--- src/rtl/br_resolve_unit_pkg.sv ---
// Shared types for the branch resolve unit: branch condition encodings and
// the per-stage prediction metadata record.
package br_pkg;

    // GHR width carried in br_meta_t; the top's HISTORY_WIDTH defaults to it.
    localparam int unsigned BR_HISTORY_WIDTH = 8;

    typedef enum logic [2:0] {
        BEQ  = 3'b000,
        BNE  = 3'b001,
        BLT  = 3'b100,
        BGE  = 3'b101,
        BLTU = 3'b110,
        BGEU = 3'b111
    } br_funct3_e;

    typedef struct packed {
        logic                        valid;
        logic [31:0]                 pc;
        logic                        btb_hit;
        logic                        prediction;
        logic [31:0]                 pred_target;
        logic [BR_HISTORY_WIDTH-1:0] ghr;
    } br_meta_t;

endpackage

--- src/rtl/br_resolve_unit_if.sv ---
// Fetch metadata, EX operands and the EX/MEM commit record of the resolve unit.
interface br_resolve_unit_if #(
    parameter int unsigned INDEX_WIDTH   = 6,
    parameter int unsigned HISTORY_WIDTH = br_pkg::BR_HISTORY_WIDTH
);
    localparam int unsigned TAG_W = 32 - INDEX_WIDTH - 2;

    logic                     IF_valid_i;
    logic [31:0]              IF_pc_i;
    logic                     IF_btb_hit_i;
    logic                     IF_prediction_i;
    logic [31:0]              IF_btb_target_i;
    logic [HISTORY_WIDTH-1:0] IF_ghr_data_i;

    logic                     EX_is_branch_i;
    logic                     EX_is_jal_i;
    logic                     EX_is_jalr_i;
    logic [2:0]               EX_funct3_i;
    logic [31:0]              EX_rs1_i;
    logic [31:0]              EX_rs2_i;
    logic [31:0]              EX_imm_i;

    logic                     EXMEM_btb_hit_o;
    logic                     EXMEM_br_decision_o;
    logic                     EXMEM_is_jmp_o;
    logic                     EXMEM_prediction_o;
    logic [HISTORY_WIDTH-1:0] EXMEM_ghr_data_o;
    logic [INDEX_WIDTH-1:0]   EXMEM_btb_wr_index_o;
    logic [TAG_W-1:0]         EXMEM_btb_wr_tag_o;
    logic [31:0]              EXMEM_btb_wr_target_o;
    logic [HISTORY_WIDTH-1:0] EXMEM_pht_wr_index_o;
    logic [31:0]              EXMEM_pcplus4_o;

    modport master (
        output IF_valid_i, IF_pc_i, IF_btb_hit_i, IF_prediction_i,
               IF_btb_target_i, IF_ghr_data_i,
               EX_is_branch_i, EX_is_jal_i, EX_is_jalr_i, EX_funct3_i,
               EX_rs1_i, EX_rs2_i, EX_imm_i,
        input  EXMEM_btb_hit_o, EXMEM_br_decision_o, EXMEM_is_jmp_o,
               EXMEM_prediction_o, EXMEM_ghr_data_o, EXMEM_btb_wr_index_o,
               EXMEM_btb_wr_tag_o, EXMEM_btb_wr_target_o,
               EXMEM_pht_wr_index_o, EXMEM_pcplus4_o
    );

    modport slave (
        input  IF_valid_i, IF_pc_i, IF_btb_hit_i, IF_prediction_i,
               IF_btb_target_i, IF_ghr_data_i,
               EX_is_branch_i, EX_is_jal_i, EX_is_jalr_i, EX_funct3_i,
               EX_rs1_i, EX_rs2_i, EX_imm_i,
        output EXMEM_btb_hit_o, EXMEM_br_decision_o, EXMEM_is_jmp_o,
               EXMEM_prediction_o, EXMEM_ghr_data_o, EXMEM_btb_wr_index_o,
               EXMEM_btb_wr_tag_o, EXMEM_btb_wr_target_o,
               EXMEM_pht_wr_index_o, EXMEM_pcplus4_o
    );

endinterface

--- src/rtl/br_resolve_unit_cond.sv ---
// Combinational branch condition evaluation; reserved funct3 codes never take.
module br_cond_unit
    import br_pkg::*;
(
    input  logic [2:0]  funct3_i,
    input  logic [31:0] rs1_i,
    input  logic [31:0] rs2_i,
    output logic        cond_o
);

    always_comb begin
        cond_o = 1'b0;
        case (br_funct3_e'(funct3_i))
            BEQ:     cond_o = (rs1_i == rs2_i);
            BNE:     cond_o = (rs1_i != rs2_i);
            BLT:     cond_o = ($signed(rs1_i) <  $signed(rs2_i));
            BGE:     cond_o = ($signed(rs1_i) >= $signed(rs2_i));
            BLTU:    cond_o = (rs1_i <  rs2_i);
            BGEU:    cond_o = (rs1_i >= rs2_i);
            default: cond_o = 1'b0;
        endcase
    end

endmodule

--- src/rtl/br_resolve_unit.sv ---
// Carries fetch-time prediction metadata to EX, resolves the branch there and
// registers the commit record that trains the gshare predictor.
module br_resolve_unit
    import br_pkg::*;
#(
    parameter int unsigned INDEX_WIDTH   = 6,
    parameter int unsigned HISTORY_WIDTH = BR_HISTORY_WIDTH
) (
    input  logic               clk_i,
    input  logic               rst_ni,
    input  logic               stall_i,
    input  logic               flush_i,
    input  logic               cnt_clr_i,
    br_resolve_unit_if.slave   bus,
    output logic [31:0]        br_count_o,
    output logic [31:0]        mispred_count_o
);

    localparam int unsigned TAG_W = 32 - INDEX_WIDTH - 2;

    function automatic logic [31:0] sat_inc(input logic [31:0] v);
        return (v == 32'hFFFF_FFFF) ? v : v + 32'd1;
    endfunction

    br_meta_t ifid_q, ifid_d;
    br_meta_t idex_q, idex_d;

    logic        ex_cond;
    logic        ex_taken;
    logic        ex_commit;
    logic [31:0] ex_target;

    logic                     exmem_btb_hit_q,     exmem_btb_hit_d;
    logic                     exmem_br_decision_q, exmem_br_decision_d;
    logic                     exmem_is_jmp_q,      exmem_is_jmp_d;
    logic                     exmem_prediction_q,  exmem_prediction_d;
    logic [HISTORY_WIDTH-1:0] exmem_ghr_q,         exmem_ghr_d;
    logic [INDEX_WIDTH-1:0]   exmem_btb_index_q,   exmem_btb_index_d;
    logic [TAG_W-1:0]         exmem_btb_tag_q,     exmem_btb_tag_d;
    logic [31:0]              exmem_target_q,      exmem_target_d;
    logic [HISTORY_WIDTH-1:0] exmem_pht_index_q,   exmem_pht_index_d;
    logic [31:0]              exmem_pcplus4_q,     exmem_pcplus4_d;

    logic [31:0] br_cnt_q,      br_cnt_d;
    logic [31:0] mispred_cnt_q, mispred_cnt_d;

    // IF/ID and ID/EX: flush kills both, stall holds both.
    always_comb begin
        ifid_d = ifid_q;
        idex_d = idex_q;
        if (flush_i) begin
            ifid_d.valid = 1'b0;
            idex_d.valid = 1'b0;
        end else if (!stall_i) begin
            ifid_d.valid       = bus.IF_valid_i;
            ifid_d.pc          = bus.IF_pc_i;
            ifid_d.btb_hit     = bus.IF_btb_hit_i;
            ifid_d.prediction  = bus.IF_prediction_i;
            ifid_d.pred_target = bus.IF_btb_target_i;
            ifid_d.ghr         = bus.IF_ghr_data_i;
            idex_d             = ifid_q;
        end
    end

    always_ff @(posedge clk_i) begin
        ifid_q <= ifid_d;
        idex_q <= idex_d;
        if (!rst_ni) begin
            ifid_q.valid <= 1'b0;
            idex_q.valid <= 1'b0;
        end
    end

    // EX: resolve direction and target of the instruction held in ID/EX.
    br_cond_unit u_cond (
        .funct3_i (bus.EX_funct3_i),
        .rs1_i    (bus.EX_rs1_i),
        .rs2_i    (bus.EX_rs2_i),
        .cond_o   (ex_cond)
    );

    assign ex_taken  = bus.EX_is_jal_i | bus.EX_is_jalr_i | (bus.EX_is_branch_i & ex_cond);
    assign ex_target = bus.EX_is_jalr_i ? ((bus.EX_rs1_i + bus.EX_imm_i) & ~32'd1)
                                        : (idex_q.pc + bus.EX_imm_i);
    // A stalled or flushed EX slot enters EX/MEM as a bubble so it commits once.
    assign ex_commit = idex_q.valid & ~flush_i & ~stall_i;

    always_comb begin
        exmem_btb_hit_d     = ex_commit & idex_q.btb_hit;
        exmem_br_decision_d = ex_commit & ex_taken;
        exmem_is_jmp_d      = ex_commit & (bus.EX_is_branch_i | bus.EX_is_jal_i);
        // A hit with the wrong target reports not-taken so the predictor redirects.
        exmem_prediction_d  = ex_commit & idex_q.prediction & (idex_q.pred_target == ex_target);
        exmem_ghr_d         = idex_q.ghr;
        exmem_btb_index_d   = idex_q.pc[INDEX_WIDTH+1:2];
        exmem_btb_tag_d     = idex_q.pc[31:INDEX_WIDTH+2];
        exmem_target_d      = ex_target;
        exmem_pht_index_d   = idex_q.pc[HISTORY_WIDTH+1:2];
        exmem_pcplus4_d     = idex_q.pc + 32'd4;
    end

    // EX/MEM: commit record, driven straight from these registers.
    always_ff @(posedge clk_i) begin
        if (!rst_ni) begin
            exmem_btb_hit_q     <= 1'b0;
            exmem_br_decision_q <= 1'b0;
            exmem_is_jmp_q      <= 1'b0;
            exmem_prediction_q  <= 1'b0;
            exmem_ghr_q         <= '0;
            exmem_btb_index_q   <= '0;
            exmem_btb_tag_q     <= '0;
            exmem_target_q      <= '0;
            exmem_pht_index_q   <= '0;
            exmem_pcplus4_q     <= '0;
        end else begin
            exmem_btb_hit_q     <= exmem_btb_hit_d;
            exmem_br_decision_q <= exmem_br_decision_d;
            exmem_is_jmp_q      <= exmem_is_jmp_d;
            exmem_prediction_q  <= exmem_prediction_d;
            exmem_ghr_q         <= exmem_ghr_d;
            exmem_btb_index_q   <= exmem_btb_index_d;
            exmem_btb_tag_q     <= exmem_btb_tag_d;
            exmem_target_q      <= exmem_target_d;
            exmem_pht_index_q   <= exmem_pht_index_d;
            exmem_pcplus4_q     <= exmem_pcplus4_d;
        end
    end

    assign bus.EXMEM_btb_hit_o       = exmem_btb_hit_q;
    assign bus.EXMEM_br_decision_o   = exmem_br_decision_q;
    assign bus.EXMEM_is_jmp_o        = exmem_is_jmp_q;
    assign bus.EXMEM_prediction_o    = exmem_prediction_q;
    assign bus.EXMEM_ghr_data_o      = exmem_ghr_q;
    assign bus.EXMEM_btb_wr_index_o  = exmem_btb_index_q;
    assign bus.EXMEM_btb_wr_tag_o    = exmem_btb_tag_q;
    assign bus.EXMEM_btb_wr_target_o = exmem_target_q;
    assign bus.EXMEM_pht_wr_index_o  = exmem_pht_index_q;
    assign bus.EXMEM_pcplus4_o       = exmem_pcplus4_q;

    // Counters sample the registered record; is_jmp already implies a valid slot.
    always_comb begin
        br_cnt_d      = br_cnt_q;
        mispred_cnt_d = mispred_cnt_q;
        if (cnt_clr_i) begin
            br_cnt_d      = '0;
            mispred_cnt_d = '0;
        end else if (exmem_is_jmp_q) begin
            br_cnt_d = sat_inc(br_cnt_q);
            if (exmem_prediction_q != exmem_br_decision_q) begin
                mispred_cnt_d = sat_inc(mispred_cnt_q);
            end
        end
    end

    always_ff @(posedge clk_i) begin
        if (!rst_ni) begin
            br_cnt_q      <= '0;
            mispred_cnt_q <= '0;
        end else begin
            br_cnt_q      <= br_cnt_d;
            mispred_cnt_q <= mispred_cnt_d;
        end
    end

    assign br_count_o      = br_cnt_q;
    assign mispred_count_o = mispred_cnt_q;

endmodule

--- src/flat_wrapper.sv ---
// flat-port wrapper written by rule: the top's interface ports become plain ports
module br_resolve_unit_flat import br_pkg::*;
#(
    parameter int unsigned INDEX_WIDTH   = 6,
    parameter int unsigned HISTORY_WIDTH = BR_HISTORY_WIDTH
)
  (clk_i, rst_ni, stall_i, flush_i, cnt_clr_i, br_count_o, mispred_count_o, bus_IF_valid_i, bus_IF_pc_i, bus_IF_btb_hit_i, bus_IF_prediction_i, bus_IF_btb_target_i, bus_IF_ghr_data_i, bus_EX_is_branch_i, bus_EX_is_jal_i, bus_EX_is_jalr_i, bus_EX_funct3_i, bus_EX_rs1_i, bus_EX_rs2_i, bus_EX_imm_i, bus_EXMEM_btb_hit_o, bus_EXMEM_br_decision_o, bus_EXMEM_is_jmp_o, bus_EXMEM_prediction_o, bus_EXMEM_ghr_data_o, bus_EXMEM_btb_wr_index_o, bus_EXMEM_btb_wr_tag_o, bus_EXMEM_btb_wr_target_o, bus_EXMEM_pht_wr_index_o, bus_EXMEM_pcplus4_o);
  br_resolve_unit_if #(.INDEX_WIDTH(INDEX_WIDTH), .HISTORY_WIDTH(HISTORY_WIDTH)) bus_i ();
  input  logic clk_i;
  input  logic rst_ni;
  input  logic stall_i;
  input  logic flush_i;
  input  logic cnt_clr_i;
  output logic [31:0] br_count_o;
  output logic [31:0] mispred_count_o;
  input wire logic [$bits(bus_i.IF_valid_i)-1:0] bus_IF_valid_i;
  input wire logic [$bits(bus_i.IF_pc_i)-1:0] bus_IF_pc_i;
  input wire logic [$bits(bus_i.IF_btb_hit_i)-1:0] bus_IF_btb_hit_i;
  input wire logic [$bits(bus_i.IF_prediction_i)-1:0] bus_IF_prediction_i;
  input wire logic [$bits(bus_i.IF_btb_target_i)-1:0] bus_IF_btb_target_i;
  input wire logic [$bits(bus_i.IF_ghr_data_i)-1:0] bus_IF_ghr_data_i;
  input wire logic [$bits(bus_i.EX_is_branch_i)-1:0] bus_EX_is_branch_i;
  input wire logic [$bits(bus_i.EX_is_jal_i)-1:0] bus_EX_is_jal_i;
  input wire logic [$bits(bus_i.EX_is_jalr_i)-1:0] bus_EX_is_jalr_i;
  input wire logic [$bits(bus_i.EX_funct3_i)-1:0] bus_EX_funct3_i;
  input wire logic [$bits(bus_i.EX_rs1_i)-1:0] bus_EX_rs1_i;
  input wire logic [$bits(bus_i.EX_rs2_i)-1:0] bus_EX_rs2_i;
  input wire logic [$bits(bus_i.EX_imm_i)-1:0] bus_EX_imm_i;
  output wire logic [$bits(bus_i.EXMEM_btb_hit_o)-1:0] bus_EXMEM_btb_hit_o;
  output wire logic [$bits(bus_i.EXMEM_br_decision_o)-1:0] bus_EXMEM_br_decision_o;
  output wire logic [$bits(bus_i.EXMEM_is_jmp_o)-1:0] bus_EXMEM_is_jmp_o;
  output wire logic [$bits(bus_i.EXMEM_prediction_o)-1:0] bus_EXMEM_prediction_o;
  output wire logic [$bits(bus_i.EXMEM_ghr_data_o)-1:0] bus_EXMEM_ghr_data_o;
  output wire logic [$bits(bus_i.EXMEM_btb_wr_index_o)-1:0] bus_EXMEM_btb_wr_index_o;
  output wire logic [$bits(bus_i.EXMEM_btb_wr_tag_o)-1:0] bus_EXMEM_btb_wr_tag_o;
  output wire logic [$bits(bus_i.EXMEM_btb_wr_target_o)-1:0] bus_EXMEM_btb_wr_target_o;
  output wire logic [$bits(bus_i.EXMEM_pht_wr_index_o)-1:0] bus_EXMEM_pht_wr_index_o;
  output wire logic [$bits(bus_i.EXMEM_pcplus4_o)-1:0] bus_EXMEM_pcplus4_o;
  assign bus_i.IF_valid_i = bus_IF_valid_i;
  assign bus_i.IF_pc_i = bus_IF_pc_i;
  assign bus_i.IF_btb_hit_i = bus_IF_btb_hit_i;
  assign bus_i.IF_prediction_i = bus_IF_prediction_i;
  assign bus_i.IF_btb_target_i = bus_IF_btb_target_i;
  assign bus_i.IF_ghr_data_i = bus_IF_ghr_data_i;
  assign bus_i.EX_is_branch_i = bus_EX_is_branch_i;
  assign bus_i.EX_is_jal_i = bus_EX_is_jal_i;
  assign bus_i.EX_is_jalr_i = bus_EX_is_jalr_i;
  assign bus_i.EX_funct3_i = bus_EX_funct3_i;
  assign bus_i.EX_rs1_i = bus_EX_rs1_i;
  assign bus_i.EX_rs2_i = bus_EX_rs2_i;
  assign bus_i.EX_imm_i = bus_EX_imm_i;
  assign bus_EXMEM_btb_hit_o = bus_i.EXMEM_btb_hit_o;
  assign bus_EXMEM_br_decision_o = bus_i.EXMEM_br_decision_o;
  assign bus_EXMEM_is_jmp_o = bus_i.EXMEM_is_jmp_o;
  assign bus_EXMEM_prediction_o = bus_i.EXMEM_prediction_o;
  assign bus_EXMEM_ghr_data_o = bus_i.EXMEM_ghr_data_o;
  assign bus_EXMEM_btb_wr_index_o = bus_i.EXMEM_btb_wr_index_o;
  assign bus_EXMEM_btb_wr_tag_o = bus_i.EXMEM_btb_wr_tag_o;
  assign bus_EXMEM_btb_wr_target_o = bus_i.EXMEM_btb_wr_target_o;
  assign bus_EXMEM_pht_wr_index_o = bus_i.EXMEM_pht_wr_index_o;
  assign bus_EXMEM_pcplus4_o = bus_i.EXMEM_pcplus4_o;
  br_resolve_unit #(.INDEX_WIDTH(INDEX_WIDTH), .HISTORY_WIDTH(HISTORY_WIDTH)) u_core (.clk_i(clk_i), .rst_ni(rst_ni), .stall_i(stall_i), .flush_i(flush_i), .cnt_clr_i(cnt_clr_i), .bus(bus_i), .br_count_o(br_count_o), .mispred_count_o(mispred_count_o));
endmodule
--- config.mk ---
export PLATFORM = sky130hd
export DESIGN_NAME = br_resolve_unit_flat
export DESIGN_NICKNAME = d
export VERILOG_FILES = /design/src/rtl/br_resolve_unit_pkg.sv /design/src/rtl/br_resolve_unit_if.sv /design/src/rtl/br_resolve_unit_cond.sv /design/src/rtl/br_resolve_unit.sv /design/src/flat_wrapper.sv
export SDC_FILE = /design/constraint.sdc
export NUM_CORES = 1
export LEC_CHECK = 0
export CORE_UTILIZATION = 25
export CTS_BUF_LIST = sky130_fd_sc_hd__clkbuf_16
export DETAILED_ROUTE_END_ITERATION = 7
export SKIP_LAST_GASP = 1
export SLEW_MARGIN = 0
export SYNTH_ARGS = -nofsm -noshare
export SYNTH_HDL_FRONTEND = slang
export SYNTH_HIERARCHICAL = 1
export SYNTH_SLANG_ARGS = --single-unit
--- constraint.sdc ---
create_clock -name clk_i -period 14.3 [get_ports clk_i]
set_clock_uncertainty 0.2 [all_clocks]
set_input_delay 1.43 -clock clk_i [delete_from_list [all_inputs] [get_ports clk_i]]
set_output_delay 1.43 -clock clk_i [all_outputs]
set_load 0.05 [all_outputs]
==> results of run 1 <==
-- worst reg2reg max path: stages, from the launching register on --
cell       delay, ps
edfxtp_1         510
ha_1             390
a21oi_1          430
o221ai_1         260
a21oi_1          520
a2bb2oi_1        300
mux2i_1          300
o32ai_1          110
a211o_1          260
a2111o_1         400
nor4_2           310
nand4_1          150
nor4b_2          250
-- cell type report --
| type | count | area share |
|---|---|---|
| sequential | 320 | 0.357 |
| multi-input combinational | 1162 | 0.357 |
| timing repair buffer | 368 | 0.165 |
| tap | 855 | 0.0485 |
| clock buffer | 42 | 0.0476 |
| clock inverter | 31 | 0.0139 |
| inverter | 60 | 0.0102 |
| antenna | 2 | 0.000227 |
-- placed cells by master, fill, tap and decap left out, types with 32 or more instances in the layout --
| master | synthesis | final |
|---|---|---|
| xor2_1 | 93 | 93 |
| clkdlybuf4s50_1 | 0 | 357 |
| dfxtp_1 | 172 | 172 |
| nand3_1 | 69 | 69 |
| ha_1 | 96 | 96 |
| a21oi_1 | 103 | 103 |
| and2_1 | 57 | 57 |
| inv_1 | 58 | 58 |
| o21ai_0 | 44 | 44 |
| nand2_1 | 104 | 104 |
| xnor2_1 | 63 | 63 |
| nand4_1 | 38 | 38 |
| nor3_1 | 32 | 32 |
| clkbuf_16 | 0 | 42 |
| edfxtp_1 | 148 | 148 |
| nor2_1 | 175 | 174 |
-- state kept, by name (all words and copies together) (netlist names) --
signal                            cells
u_core/bus.EXMEM_btb_wr_tag_o        24
u_core/exmem_ghr_d                    8
u_core/bus.EXMEM_prediction_o         1
u_core/ifid_q                        75
u_core/mispred_count_o               32
u_core/exmem_btb_index_d              6
u_core/bus.EXMEM_ghr_data_o           8
u_core/bus.EXMEM_pcplus4_o           32
u_core/bus.EXMEM_br_decision_o        1
u_core/bus.EXMEM_btb_hit_o            1
u_core/bus.EXMEM_btb_wr_target_o     32
u_core/bus.EXMEM_pht_wr_index_o       1
u_core/idex_q                        37
u_core/bus.EXMEM_is_jmp_o             1
u_core/bus.EXMEM_btb_wr_index_o       5
u_core/br_count_o                    32
u_core/exmem_btb_tag_d               24
-- metrics by stage --
step / setup WS (ps) / std cells
finish: 8850 / 2840
global route: 8540 / 2839
CTS: 8880 / 2838
detailed placement: 8280 / 2765
global placement: 8330 / 2765
floorplan: 5860 / 1596
-- kinds of logic after synthesis --
family          after synthesis  synth area share
simple gates                572             0.176
compound gates              313             0.131
buf+inv                     114            0.0298
mux                          19            0.0118
flops                       320             0.486
fa+ha+maj                    98            0.0764
xor+xnor                    160            0.0893
-- layer usage --
metal / up-vias / global-route usage / share of wire
li1: 6502 / - / -
met1: 6464 / 0.215 / 0.44
met2: 434 / 0.279 / 0.47
met3: 90 / 0.0368 / 0.061
met4: 2 / 0.0516 / 0.027
met5: - / 0 / 0.00019
-- power groups by stage --
stage                     Combinational, mW  Clock (mW)  Sequential, mW
after global routing                  0.511        1.11            1.03
after CTS                             0.478        1.08            1.02
after floorplan                       0.222           0            1.11
after detailed placement              0.476           0            1.04
final                                 0.477        1.04            1.02
after global placement                0.474           0            1.04
-- how the worst max path moves through the flow --
stage | start | to
3_5_place_dp | bus_EX_imm_i[0] | u_core/bus.EXMEM_prediction_o$_SDFF_PN0_
5_1_grt | bus_EX_imm_i[0] | u_core/bus.EXMEM_prediction_o$_SDFF_PN0_
4_1_cts | bus_EX_imm_i[0] | u_core/bus.EXMEM_prediction_o$_SDFF_PN0_
6_report | bus_EX_imm_i[0] | u_core/bus.EXMEM_prediction_o$_SDFF_PN0_
3_3_place_gp | bus_EX_imm_i[0] | u_core/bus.EXMEM_prediction_o$_SDFF_PN0_
2_1_floorplan | flush_i | u_core/exmem_btb_index_d[0]$_DFFE_PP_
==> results.ini, run 1 <==
[detailed_routing]
wire_per_inst_um = 19.9
finalWirelength_um = 56500
drt_iter0_drc = 991
drt_first_pass_iters = 7
vias = 13500
viasPerCell = 4.75
drc = 0
antenna_left = 0

[setup_path]
path_delay_family = compound AO/OA/AOI/OAI gates
path_cells = clkdlybuf4s50_1 > ha_1 > fa_1 > a211oi_4 > o21ai_2 > a21oi_1 > a2bb2oi_1 > mux2i_1 > o32ai_1 > a211o_1 > a2111o_1 > nor4_2 > nand4_1 > nor4b_2
r2r_end = u_core/bus.EXMEM_prediction_o$_SDFF_PN0_
crit_arrival_ps = 5720
crit_path_max_incr_delay_ps = 500
reg2reg_depth = 12
regToRegSetupSlack_ps = 9800
cp_num_cells = 14
worstSetupPathType = in -> reg
r2r_start = u_core/exmem_btb_index_d[5]$_DFFE_PP_
cp-end-kind = flip-flop
path_buf_inv = 1
startpoint_type = input port
cp_data_required_time_ps = 14570
crit_fanout = 5
crit_slowest_cell = a21oi_1

[place]
place_area_mm2 = 0.0207
dp_hpwl_um = 44600
place.gp.congestion = 0.962
io_buffers = 359

[logic_synthesis]
synth_area_leader_cell = edfxtp_1
ys_ff_latch = 320
synth_flop_cell = dfxtp_1
synth_warnings = 6
syn_nets = 1876
synth_cell_types = 95
synth.most_common_cell = nor2_1
async_flop_share = 0
ys_seq_area_frac = 0.486
netlist_area_mm2 = 0.0162
synth_common_cells = nor2_1, dfxtp_1, edfxtp_1
yosysTopAreaCellShare = 0.274
syn_area_per_cell_um2 = 10.2
synth_edf_count = 148
synth_area_leaders = edfxtp_1, dfxtp_1, ha_1, xor2_1, nor2_1
synthCells = 1596

[flow_run]
maxCapViolCount = 0

[clock_tree]
clk_pin_slew_ps = 70
cts-root-buf = clkbuf_16
cts.sinks = 320
cts-hold-fix-buffers = 0
worstSkewPairLatency_ps = 560
cts_tree = yes
clk_path_buf_depth = 3
ctsResizeCount = 0
cts_made_buffers = 40
cts_max_level = 2
cts_setup_buffers = 0

[finish]
fillers = 6475
multi_input_area_mm2 = 0.00788
final_area_mm2 = 0.0221
area_delta_synth_final_pct = 35.9
regArea_mm2 = 0.00789
drive_gt1_frac = 0.0555
nets = 2232
postLayoutCoreUtil = 0.343

[power]
p_clk_frac = 0.410
ir_drop_mv = 0.105
p_sw_frac = 0.290
p_leak_nw = 8.09
internal_power_mw = 1.80
combPwrFrac = 0.188
p_sw_uw = 735
power_mw = 2.54
seqPwrFrac = 0.403
power_density_mw_per_mm2 = 115

[timing]
slew_violations = 0
slew_headroom = 0.408
fin_crit_sh = 0.381
min_period_ps = 5450
worstMarginPinSlew_ps = 889
fmax_mhz = 183
finalSetupTns_ps = 0
finalHoldViolCount = 0
finalSetupViolCount = 0
fin_hold_ws_ps = 214
rsz0062_at_grt = no

[die]
io_pins = 360
die_height_um = 257
fp-row-count = 93
core_area_mm2 = 0.0643
die_x_um = 257
die_area_mm2 = 0.0660
initial_core_util = 0.252

[grt]
grt_start_max_net_pins = 68
grt_first_pass_wirelength_um = 83600
grt_usage = 0.167
grt_pass1_vias = 13600
grt_overflow_total = 0
antenna_found_initial = 2

[min_path]
hold_end = u_core/idex_q[17]$_DFFE_PP_
min_path_cells = 0
hold_start = u_core/ifid_q[17]$_DFFE_PP_
hold_path_class = reg -> reg

[run_status]
status = finished, final reports clean

(Power assumes the default switching activity.)
==> inputs of run 2 (changes only) <==
==> constraint.sdc (replaced) <==
create_clock -name clk_i -period 4.79 [get_ports clk_i]
set_clock_uncertainty 0.2 [all_clocks]
set_input_delay 0.479 -clock clk_i [delete_from_list [all_inputs] [get_ports clk_i]]
set_output_delay 0.479 -clock clk_i [all_outputs]
set_load 0.05 [all_outputs]
==> run 2 against run 1 <==
Sequential power rose to 3.0 times the previous value; worst hold slack worse by 62 ps; clock power rose to 2.8 times the previous value.
==> results.ini, run 2 (synthesis gave the netlist of run 1 again) <==
[clock_tree]
worstSkewPairLatency_ps = 580  ; +20 ps
cts_made_buffers = 38  ; -5.0%
cts-root-buf = clkbuf_16
cts_setup_buffers = 0  ; unchanged
cts_max_level = 2  ; unchanged
cts.sinks = 320  ; unchanged
ctsResizeCount = 0  ; unchanged
cts-hold-fix-buffers = 0  ; unchanged
clk_pin_slew_ps = 60  ; about the same
cts_tree = yes
clk_path_buf_depth = 3  ; unchanged

[place]
post-place-ws_ps = -53.5  ; -8330 ps
place.gp.congestion = 0.906  ; -5.9%
dp_hpwl_um = 46300  ; +3.9%
io_buffers = 359  ; unchanged

[setup_path]
path_cells = ha_1 > fa_1 > a211oi_4 > o21ai_2 > a21oi_1 > buf_4 > nor2_1 > o41ai_1 > buf_4 > a211oi_1 > or3_1 > a221o_1 > nor4_2 > buf_4 > nand4_1 > nor4b_2
crit_fanout = 3  ; -2
r2r_end = u_core/bus.EXMEM_prediction_o$_SDFF_PN0_
path_buf_inv = 3  ; +2
cp_num_cells = 16  ; +2
regToRegSetupSlack_ps = 400  ; -9400 ps
r2r_start = u_core/idex_q[42]$_DFFE_PP_
worstSetupPathType = reg -> reg
crit_arrival_ps = 4680  ; -1040 ps
cp_data_required_time_ps = 5090  ; -9480 ps
timing.critical_path.mode_cell = buf_4
cp-end-kind = flip-flop
path_delay_family = compound AO/OA/AOI/OAI gates
crit_path_max_incr_delay_ps = 470  ; -30 ps
startpoint_type = flip-flop
reg2reg_depth = 16  ; +4
crit_slowest_cell = o41ai_1

[detailed_routing]
wl_met3_um = 3180  ; -7.8%
drt_iter0_drc = 990  ; -0.10%
wl_met1_um = 25800  ; +3.0%
antenna_left = 0  ; unchanged
top_layer = met5
drt_first_pass_iters = 5  ; -2
drc = 0  ; unchanged
vias = 13900  ; +2.7%
finalWirelength_um = 57800  ; +2.3%
viasPerCell = 4.70  ; -1.0%
wl_met2_um = 27300  ; +3.2%
wire_per_inst_um = 19.6  ; -1.4%

[power]
combPwrFrac = 0.205  ; +0.017
p_leak_nw = 8.60  ; +6.4%
power_mw = 7.48  ; +190%
ir_drop_mv = 0.227  ; +120%
internal_power_mw = 5.30  ; +190%
seqPwrFrac = 0.407  ; +0.004
p_sw_frac = 0.291  ; +0.00117
p_clk_frac = 0.387  ; -0.023
p_sw_mw = 2.18  ; +200%
power_density_mw_per_mm2 = 328  ; +180%

[finish]
fillers = 6379  ; -1.5%
area_delta_synth_final_pct = 40.6
drive_gt1_frac = 0.0995  ; +0.0440
layout_commonest_cell = clkdlybuf4s50_1
regMostFlops = u_core/ifid_q
largestRegisters = u_core/ifid_q (75), u_core/idex_q (37)
mostFrequentLayoutCells = clkdlybuf4s50_1, nor2_1, dfxtp_1
postLayoutCoreUtil = 0.355  ; +0.0118
largest_reg_flops = 75  ; unchanged
nets = 2343  ; +5.0%

[timing]
rsz0062_at_grt = no
fmax_mhz = 228
finalHoldViolCount = 0  ; unchanged
slew_violations = 0  ; unchanged
min_period_ps = 4390
finalSetupViolCount = 0  ; unchanged
slew_headroom = 0.397  ; -0.0105
fin_crit_sh = 0.916
fin_ws_ps = 404  ; -8440 ps
worstMarginPinSlew_ps = 895  ; +6.03 ps

[grt]
grt_usage = 0.171  ; +0.00366
grt_first_pass_wirelength_um = 85800  ; +2.7%
grt_start_max_net_pins = 70  ; +2.9%
antenna_found_initial = 2  ; unchanged
grt_pass1_vias = 14100  ; +3.7%
grt_overflow_total = 0  ; unchanged

[die]
die_height_um = 257  ; unchanged
die_area_mm2 = 0.0660  ; unchanged
initial_core_util = 0.252  ; unchanged
core_area_mm2 = 0.0643  ; unchanged
fp-row-count = 93  ; unchanged
io_pins = 360  ; unchanged
die_x_um = 257  ; unchanged

[min_path]
min_path_cells = 3  ; +3
hold_end = u_core/bus.EXMEM_btb_wr_target_o[4]$_SDFF_PN0_
hold_path_class = in -> reg
hold_start = bus_EX_is_jalr_i

[run_status]
status = finished, final reports clean

[flow_run]
maxCapViolCount = 0  ; unchanged

==> run 2: changes by cell type in the layout (fill, tap and decap cells not counted), moves of 2 or more <==
| cell | change |
|---|---|
| buf_12 | +2 |
| buf_4 | +111 |
| bufinv_16 | -2 |
| clkinv_1 | +7 |
| clkinv_2 | -4 |
| clkinv_4 | -4 |
| clkinvlp_4 | -3 |
| inv_1 | +3 |
| inv_6 | -3 |
==> run 2: worst min-delay path: stages <==
cell and delay (ps):
buf_2 100, buf_4 200, a211oi_1 90
==> run 2: how the worst max path moves through the flow <==
stage	from	end	slack, ps
global route	bus_EX_imm_i[0]	u_core/bus.EXMEM_prediction_o$_SDFF_PN0_	210
floorplan	bus_EX_imm_i[0]	u_core/bus.EXMEM_prediction_o$_SDFF_PN0_	870
CTS	u_core/idex_q[42]$_DFFE_PP_	u_core/bus.EXMEM_prediction_o$_SDFF_PN0_	510
global placement	bus_EX_imm_i[0]	u_core/bus.EXMEM_prediction_o$_SDFF_PN0_	70
detailed placement	bus_EX_imm_i[0]	u_core/bus.EXMEM_prediction_o$_SDFF_PN0_	-50
finish	u_core/idex_q[42]$_DFFE_PP_	u_core/bus.EXMEM_prediction_o$_SDFF_PN0_	400
==> run 2: layout make-up <==
type / count / area, µm² / area share
antenna: 1 / 2.50 / 0.000110
clock buffer: 41 / 1030 / 0.0449
clock inverter: 27 / 220 / 0.00964
inverter: 60 / 225 / 0.00986
multi-input combinational: 1162 / 7880 / 0.345
sequential: 320 / 7890 / 0.345
tap: 855 / 1070 / 0.0468
timing repair buffer: 481 / 4520 / 0.198
==> run 2: layer usage <==
layer,global-route usage,vias to the layer above
met2,0.290,436
met1,0.219,6599
met3,0.0367,94
met4,0.0473,2
met5,0,-
li1,-,6725
==> run 2: through the flow <==
stage | area, µm² | instances | hold WS (ps) | TNS, ps
floorplan | 16300 | 1596 | 200 | 0
global placement | 21600 | 2878 | 201 | 0
detailed placement | 21600 | 2878 | 205 | -53.5
CTS | 22800 | 2946 | 125 | 0
global route | 22800 | 2947 | 153 | 0
finish | 22800 | 2947 | 152 | 0
==> run 2: power groups by stage <==
stage,clock network [mW],logic (mW),registers [mW]
3_3_place_gp,0,1.52,3.10
3_5_place_dp,0,1.53,3.11
6_report,2.90,1.54,3.05
2_1_floorplan,0,0.664,3.30
4_1_cts,3.00,1.54,3.05
5_1_grt,3.09,1.65,3.06
==> inputs of run 3 (changes only) <==
--- a/config.mk
+++ b/config.mk
@@ -5,6 +5,7 @@
 export SDC_FILE = /design/constraint.sdc
 export NUM_CORES = 1
 export LEC_CHECK = 0
+export CORE_ASPECT_RATIO = 0.7
 export CORE_UTILIZATION = 25
 export CTS_BUF_LIST = sky130_fd_sc_hd__clkbuf_16
 export DETAILED_ROUTE_END_ITERATION = 7
==> run 3 against run 2 <==
Sequential power about the same; routed wire length rose by 3.8%; critical path type is now in -> reg; sequential share of layout area grew 0.18 points; non-clock buffer count is 28 lower; final cell count fell by 0.31%; critical path depth rose by 1.
==> results.ini, run 3 (synthesis gave the netlist of run 1 again) <==
[finish]
final_area_mm2 = 0.0227  ; -0.52%
mostFrequentLayoutCells = clkdlybuf4s50_1, nor2_1, dfxtp_1
layout_commonest_cell = clkdlybuf4s50_1
largest_reg_flops = 75  ; unchanged
instances_no_fill = 2938  ; -0.31%
nets = 2314  ; -1.2%
regMostFlops = u_core/ifid_q
drive_gt1_frac = 0.0911  ; -0.00834
fillers = 6367  ; -0.19%
area_delta_synth_final_pct = 39.9
largestRegisters = u_core/ifid_q (75), u_core/idex_q (37)

[setup_path]
critPathLaunch = bus_EX_rs1_i[8]
cp-end-kind = flip-flop
startpoint_type = input port
cp_data_required_time_ps = 5060  ; -30 ps
crit_slowest_cell = o311ai_1
r2r_start = u_core/exmem_btb_tag_d[11]$_DFFE_PP_
path_cells = clkdlybuf4s50_1 > ha_1 > a21oi_1 > o21ai_0 > o311ai_1 > a311oi_1 > buf_4 > nor3_2 > buf_4 > o211ai_1 > xnor2_1 > o21ai_0 > buf_4 > xor2_1 > xor2_1 > buf_4 > nor4b_2
crit_arrival_ps = 4700  ; +20 ps
worstSetupPathType = in -> reg
timing.critical_path.mode_cell = buf_4
crit_path_max_incr_delay_ps = 720  ; +250 ps
crit_fanout = 5  ; +2

[min_path]
hold_path_class = in -> reg
hold_start = bus_EX_is_jalr_i

[detailed_routing]
viasPerCell = 4.74  ; +0.87%
finalWirelength_um = 60000  ; +3.8%
wire_per_inst_um = 20.4  ; +4.2%
antenna_left = 0  ; unchanged
drt_iter0_drc = 1286  ; +30%
drt_first_pass_iters = 5  ; unchanged
vias = 13900  ; +0.56%
drc = 0  ; unchanged

[clock_tree]
cts-hold-fix-buffers = 0  ; unchanged
cts_max_level = 2  ; unchanged
cts_tree = yes
cts-root-buf = clkbuf_16
clk_pin_slew_ps = 60  ; about the same
clk_path_buf_depth = 3  ; unchanged
worstSkewPairLatency_ps = 560  ; -20 ps
ctsResizeCount = 0  ; unchanged
cts_made_buffers = 37  ; -2.6%
cts_setup_buffers = 0  ; unchanged
cts.sinks = 320  ; unchanged

[flow_run]
maxCapViolCount = 0  ; unchanged

[timing]
rsz0062_at_grt = no
finalHoldViolCount = 0  ; unchanged
worstMarginPinSlew_ps = 847  ; -47.2 ps
min_period_ps = 4440  ; +48.8 ps
finalSetupTns_ps = 0  ; unchanged
fin_crit_sh = 0.926  ; +0.0102
slew_violations = 0  ; unchanged
slew_headroom = 0.434  ; +0.0372
fmax_mhz = 225  ; -1.1%
finalSetupViolCount = 0  ; unchanged

[place]
place.gp.congestion = 0.942  ; +4.0%
dp.cells = 2864  ; -0.49%
io_buffers = 359  ; unchanged
place_area_mm2 = 0.0214  ; -0.95%
dp_hpwl_um = 48000  ; +3.7%

[die]
core_area_mm2 = 0.0637  ; -1.0%
die_height_um = 215  ; -16%
die_x_um = 307  ; +19%
die_area_mm2 = 0.0660  ; about the same
initial_core_util = 0.255  ; +0.00264
fp-row-count = 77  ; -17%
io_pins = 360  ; unchanged

[grt]
grt_usage = 0.176  ; +0.00516
antenna_found_initial = 12  ; +10
grt_first_pass_wirelength_um = 86800  ; +1.1%
grt_pass1_vias = 13700  ; -2.9%
grt_start_max_net_pins = 103  ; +47%
grt_overflow_total = 0  ; unchanged

[run_status]
status = finished, final reports clean

[power]
power_density_mw_per_mm2 = 337  ; +3.0%
p_leak_nw = 8.49  ; -1.3%
ir_drop_mv = 0.197  ; -13%

run 3: changes by cell type in the layout (fill, tap and decap cells not counted), sizes merged:
cell	delta
buf	-28
clkinv	-7
diode	+5
bufinv	+4
clkinvlp	+3
clkbuf	-1
inv	+1
run 3: cell type report:
cell class,instances,area (µm²),area share
diodes,6,15.0,0.000661
clock buffers,40,1000,0.0441
clock inverters,28,319,0.0140
inverters,60,225,0.00991
multi-input cells,1162,7880,0.347
flip-flops and latches,320,7890,0.347
well taps,869,1090,0.0479
repair buffers,453,4300,0.189
run 3: report_power, final:
part           switching, mW  internal [mW]
sequential            0.0534           2.99
combinational          0.919          0.632
clock                   1.21           1.85
run 3: critical path: cells and delay by family:
kind | cells | cell delay [ps]
AOI/OAI and AO/OA | 6 | 1780
xor gates and xnor gates | 3 | 440
adders and majority gates | 1 | 420
buffers and inverters | 5 | 1160
and+or+nand+nor | 2 | 410
run 3: per-layer routing:
metal,share of wire,global-route usage,routed length [µm],up-vias
met1,0.48,0.255,29000,6653
met4,0.033,0.0628,1960,6
li1,-,-,-,6663
met5,0.00060,0,36,-
met3,0.065,0.0337,3890,105
met2,0.42,0.258,25100,507
run 3: through the flow:
| stage | power [mW] | worst slack (ps) | hold slack (ps) | util |
|---|---|---|---|---|
| 2_1_floorplan | 3.96 | 868 | 200 | - |
| 3_3_place_gp | 4.64 | -26.3 | 201 | 0.336 |
| 3_5_place_dp | 4.64 | -81.3 | 205 | 0.336 |
| 4_1_cts | 7.76 | 481 | 164 | 0.357 |
| 5_1_grt | 7.99 | 175 | 219 | 0.357 |
| 6_report | 7.67 | 355 | 193 | 0.357 |
run 3: path summary, 6_finish.rpt:
path,slack [ps],depth (start not counted),to
max,350,17,u_core/bus.EXMEM_prediction_o$_SDFF_PN0_
min,190,2,u_core/bus.EXMEM_btb_wr_target_o[4]$_SDFF_PN0_
max reg2reg,480,15,u_core/bus.EXMEM_prediction_o$_SDFF_PN0_
min reg2reg,210,0,u_core/idex_q[42]$_DFFE_PP_
